File: config.mk
export PLATFORM = sky130hd
export DESIGN_NAME = prefix_sub_16b_pipe
export DESIGN_NICKNAME = d
export VERILOG_FILES = /design/src/rtl/prefix_sub_16b_pipe.sv
export SDC_FILE = /design/constraint.sdc
export NUM_CORES = 1
export LEC_CHECK = 0
export CORE_MARGIN = 2
export CORE_UTILIZATION = 25
export CTS_BUF_LIST = sky130_fd_sc_hd__clkbuf_16
export CTS_CLUSTER_SIZE = 40
export DETAILED_ROUTE_END_ITERATION = 8
export PLACE_DENSITY = 0.41
export RECOVER_POWER = 50
export SLEW_MARGIN = 40
export SYNTH_ARGS = -nofsm -noshare
export SYNTH_HDL_FRONTEND = slang
export SYNTH_SLANG_ARGS = --single-unit
File: constraint.sdc
create_clock -name clk -period 4.2 [get_ports clk]
set_clock_uncertainty 0.05 [all_clocks]
set_input_delay 0.84 -clock clk [delete_from_list [all_inputs] [get_ports clk]]
set_output_delay 0.84 -clock clk [all_outputs]
set_load 0.005 [all_outputs]
File: src/rtl/prefix_sub_16b_pipe.sv
// prefix_sub_16b_pipe: 16-bit subtractor (a - b) with a Kogge-Stone carry tree split over a 2-stage valid/ready pipeline.
// Optional macro SUB_SATURATE_EN clamps signed-overflow results to 16'h7FFF / 16'h8000.
module prefix_sub_16b_pipe (
  input  logic        clk,
  input  logic        rst,
  input  logic        in_valid,
  output logic        in_ready,
  input  logic [15:0] a,
  input  logic [15:0] b,
  output logic        out_valid,
  input  logic        out_ready,
  output logic [15:0] diff,
  output logic        bout,
  output logic        ovf
);

  logic        s1_valid_r;
  logic        s2_valid_r;
  logic        s1_load_s;
  logic        s2_load_s;

  logic [15:0] g_s;
  logic [15:0] p_s;
  logic [15:0] gc_s;
  logic [15:0] g1_s;
  logic [15:0] g2_s;
  logic [15:0] g3_s;
  logic [15:0] g4_s;
  logic [15:2] p1_s;
  logic [15:4] p2_s;
  logic [15:8] p3_s;

  logic [15:0] s1_p_r;
  logic [15:0] s1_g3_r;
  logic [15:8] s1_p3_r;
  logic        s1_a15_r;
  logic        s1_b15_r;

  logic [15:0] sum_s;
  logic [15:0] diff_next_s;
  logic        bout_s;
  logic        ovf_s;

  assign s2_load_s = s1_valid_r & (~s2_valid_r | out_ready);
  assign in_ready  = ~s1_valid_r | s2_load_s;
  assign s1_load_s = in_valid & in_ready;
  assign out_valid = s2_valid_r;

  assign g_s = a & ~b;
  assign p_s = a ^ ~b;
  // The +1 carry-in is folded into bit 0, so any group term that reaches bit 0 is the true carry-out.
  assign gc_s = {g_s[15:1], g_s[0] | p_s[0]};

  genvar i;
  generate
    for (i = 0; i < 16; i++) begin : g_tree
      if (i < 1) begin : g_l1_pass
        assign g1_s[i] = gc_s[i];
      end else begin : g_l1_cell
        assign g1_s[i] = gc_s[i] | (p_s[i] & gc_s[i-1]);
      end
      if (i >= 2) begin : g_l1_p
        assign p1_s[i] = p_s[i] & p_s[i-1];
      end

      if (i < 2) begin : g_l2_pass
        assign g2_s[i] = g1_s[i];
      end else begin : g_l2_cell
        assign g2_s[i] = g1_s[i] | (p1_s[i] & g1_s[i-2]);
      end
      if (i >= 4) begin : g_l2_p
        assign p2_s[i] = p1_s[i] & p1_s[i-2];
      end

      if (i < 4) begin : g_l3_pass
        assign g3_s[i] = g2_s[i];
      end else begin : g_l3_cell
        assign g3_s[i] = g2_s[i] | (p2_s[i] & g2_s[i-4]);
      end
      if (i >= 8) begin : g_l3_p
        assign p3_s[i] = p2_s[i] & p2_s[i-4];
      end

      // Last prefix level works on the stage-1 registers.
      if (i < 8) begin : g_l4_pass
        assign g4_s[i] = s1_g3_r[i];
      end else begin : g_l4_cell
        assign g4_s[i] = s1_g3_r[i] | (s1_p3_r[i] & s1_g3_r[i-8]);
      end
    end
  endgenerate

  assign sum_s  = s1_p_r ^ {g4_s[14:0], 1'b1};
  assign bout_s = ~g4_s[15];
  assign ovf_s  = (s1_a15_r ^ s1_b15_r) & (sum_s[15] ^ s1_a15_r);

  // Result selection: wrap-around, or signed clamp when saturation is built in.
  always_comb begin
    diff_next_s = sum_s;
`ifdef SUB_SATURATE_EN
    if (ovf_s) begin
      diff_next_s = s1_a15_r ? 16'h8000 : 16'h7FFF;
    end else begin
      diff_next_s = sum_s;
    end
`endif
  end

  // Stage 1: bit-level propagate, prefix levels 1-3 and operand sign bits.
  always_ff @(posedge clk) begin
    if (rst) begin
      s1_valid_r <= 1'b0;
      s1_p_r     <= 16'h0000;
      s1_g3_r    <= 16'h0000;
      s1_p3_r    <= 8'h00;
      s1_a15_r   <= 1'b0;
      s1_b15_r   <= 1'b0;
    end else if (s1_load_s) begin
      s1_valid_r <= 1'b1;
      s1_p_r     <= p_s;
      s1_g3_r    <= g3_s;
      s1_p3_r    <= p3_s;
      s1_a15_r   <= a[15];
      s1_b15_r   <= b[15];
    end else if (s2_load_s) begin
      s1_valid_r <= 1'b0;
    end else begin
      s1_valid_r <= s1_valid_r;
    end
  end

  // Stage 2: final result registers; data holds whenever nothing new loads.
  always_ff @(posedge clk) begin
    if (rst) begin
      s2_valid_r <= 1'b0;
      diff       <= 16'h0000;
      bout       <= 1'b0;
      ovf        <= 1'b0;
    end else if (s2_load_s) begin
      s2_valid_r <= 1'b1;
      diff       <= diff_next_s;
      bout       <= bout_s;
      ovf        <= ovf_s;
    end else if (out_ready) begin
      s2_valid_r <= 1'b0;
    end else begin
      s2_valid_r <= s2_valid_r;
    end
  end

endmodule
==> results.toml <==
[synth]
synth-compound-area-share = 0.194
synthCells = 379
synth_ff_type = "dfxtp_1"
avgSynthCellArea_um2 = 7.73
synth_warnings = 0
synth_xor_area_frac = 0.0449
synthAdderAreaFrac = 0.0683
synth_edf_count = 0
yosys.area_share.simple = 0.214
synthDistinctLibCells = 27
ys_seq_elements = 62
synth_top_family_by_area = "simple AND/OR/NAND/NOR gates"
synth_mux_area_frac = 0
synthArstFlopShare = 0
syn-cell-area_mm2 = 0.00293
yosysSeqAreaShare = 0.424
synth_nets = 431

[job]
cap_violations = 1

[sta]
timing.slew.headroom = -0.235
finalHoldViolCount = 0
finalSetupTns_ns = 0
fin_crit_sh = 0.733
final.min_clock_period_ns = 3.08
setup_violations = 0
tightest_slew_ns = 1.85
setup_slack_ns = 1.12
hold_slack_ns = 0.397
maxSlewViolCount = 29
max_freq_ghz = 0.325
rsz0062_at_grt = "no"

[floorplan]
die_width_um = 112
start_util = 0.257
die_y_um = 112
io_pins = 56
die_area_mm2 = 0.0126
rows = 39
core_mm2 = 0.0114

[final_layout]
area_growth_pct = 34.3
final_common_cell = "nand2_1"
stdcell_count = 578
fillCellCount = 1274
final_cell_mix = "81 x nand2_1, 62 x dfxtp_1, 55 x a21oi_1"
diodes = 0
fin_nets = 482
drive_gt1_frac = 0.0506

[detailed_routing]
drc = 0
detail_route.wl_per_cell_um = 13.8
dr_total_vias = 2602
final_antenna_net_count = 0
dr.pass1.iters = 4
drt_iter0_drc = 90
via_per_inst = 4.50
routed_wl_um = 7950

[placement]
place_congestion = 0.763
preCtsSetupSlack_ns = 1.33
io_buffers = 55
dp_cells = 562
dpl.hpwl_um = 5920

[clocking]
cts.sinks = 62
cts-root-buf = "clkbuf_16"
cts_max_level = 3
path_clk_slew_ns = 0.06
clk_path_buf_depth = 2
clk_latency_ns = 0.32
cts_tree = "built"
cts_resized = 0
hold_buffers = 0
cts_setup_buffers = 0
numCtsBuffers = 9

[global_route]
use_met1 = 0.181
grt_busiest_layer = "met2"
grt-ovfl-total = 0
gr-usage-met2 = 0.196
grt_max_degree = 44
antenna_found_initial = 0
grtUsageTotal = 0.129
grt_pass1_wl_um = 12900
grt_pass1_vias = 2523
met3_usage = 0.0189

[power]
power_w = 0.00175
ir_drop_uv = 218
power.density_mw_per_mm2 = 445
power.leakage_nw = 1.57

[worst_setup_path]
crit_type = "in2reg"
cp.required_ns = 4.39
worstSetupEndpointType = "flop"
path_max_fanout = 28
cp.arrival_ns = 3.27
start_kind = "input port"

[outcome]
status = "finished with violations"
violations = "max-capacitance violations, max-slew violations"

[hold_path]
hold_class = "reg2reg"
==> through the flow <==
| stage | cell area (um^2) | utilization |
|---|---|---|
| global route | 3940 | 0.345 |
| global placement | 3600 | 0.315 |
| CTS | 3940 | 0.345 |
| finish | 3940 | 0.345 |
| floorplan | 2930 | - |
| detailed placement | 3610 | 0.316 |
==> final timing paths <==
path | startpoint | endpoint | slack [ns] | cells after the start
setup / recovery | out_ready | ovf | 1.12 | 5
hold / removal | s1_p_r[0] | diff[0] | 0.40 | 1
setup reg to reg | out_valid | ovf | 1.79 | 4
hold reg to reg | s1_p_r[0] | diff[0] | 0.40 | 1
==> metal layers <==
| layer | vias to the layer above | share of wire | routed length, um |
|---|---|---|---|
| met5 | - | 0 | 0 |
| met4 | 0 | 0.015 | 116 |
| met3 | 8 | 0.046 | 363 |
| met2 | 54 | 0.43 | 3420 |
| met1 | 1150 | 0.51 | 4050 |
| li1 | 1390 | - | - |
==> cell families after synthesis <==
logic type               after synthesis
flip-flops                            62
AND/OR/NAND/NOR                      150
XOR/XNOR                              15
AO/OA/AOI/OAI                         97
buffers and inverters                 39
adder cells (fa/ha/maj)               16
==> synth_stat cells, types with 3 or more instances <==
cell type / instances / area share
a21oi_1: 55 / 0.094
inv_1: 20 / 0.026
o21ai_0: 13 / 0.022
nand3_1: 6 / 0.010
buf_2: 11 / 0.019
xnor2_1: 15 / 0.045
ha_1: 16 / 0.068
nor2_1: 37 / 0.047
clkbuf_1: 8 / 0.010
nand3b_1: 3 / 0.0077
dfxtp_1: 62 / 0.42
nor3_1: 12 / 0.021
nand4_1: 4 / 0.0085
a211oi_1: 17 / 0.044
nor2b_1: 4 / 0.0085
nand2_1: 81 / 0.10
==> flip-flops by register name, summed over array words and instances (netlist names) <==
name and cells:
ovf 1, s1_a15_r 1, s1_b15_r 1, bout 1
s1_valid_r 1, diff 16, out_valid 1, s1_p_r 16
s1_g3_r 16, s1_p3_r 8
==> cell type report <==
| class | instances | area [um^2] | share of cell area |
|---|---|---|---|
| multi-input combinational | 278 | 1530 | 0.388 |
| tap | 143 | 179 | 0.0455 |
| clock inverter | 7 | 111 | 0.0283 |
| clock buffer | 9 | 225 | 0.0572 |
| sequential | 62 | 1240 | 0.315 |
| inverter | 20 | 75.1 | 0.0191 |
| timing repair buffer | 59 | 576 | 0.146 |
==> where the power goes <==
group	total, W	leakage [nW]	internal [W]	switching, W
Combinational	0.000254	0.891	0.000117	0.000138
Clock	0.000844	0.165	0.000576	0.000268
Sequential	0.000651	0.510	0.000626	0.0000249
Total	0.00175	1.57	0.00132	0.000430
==> critical path: stages <==
cell and delay (ns):
dlygate4sd3_1 0.54, nor2b_1 0.09, nor2b_1 1.39, nor2_1 0.12, a311oi_2 0.29
(Power assumes the default switching activity.)
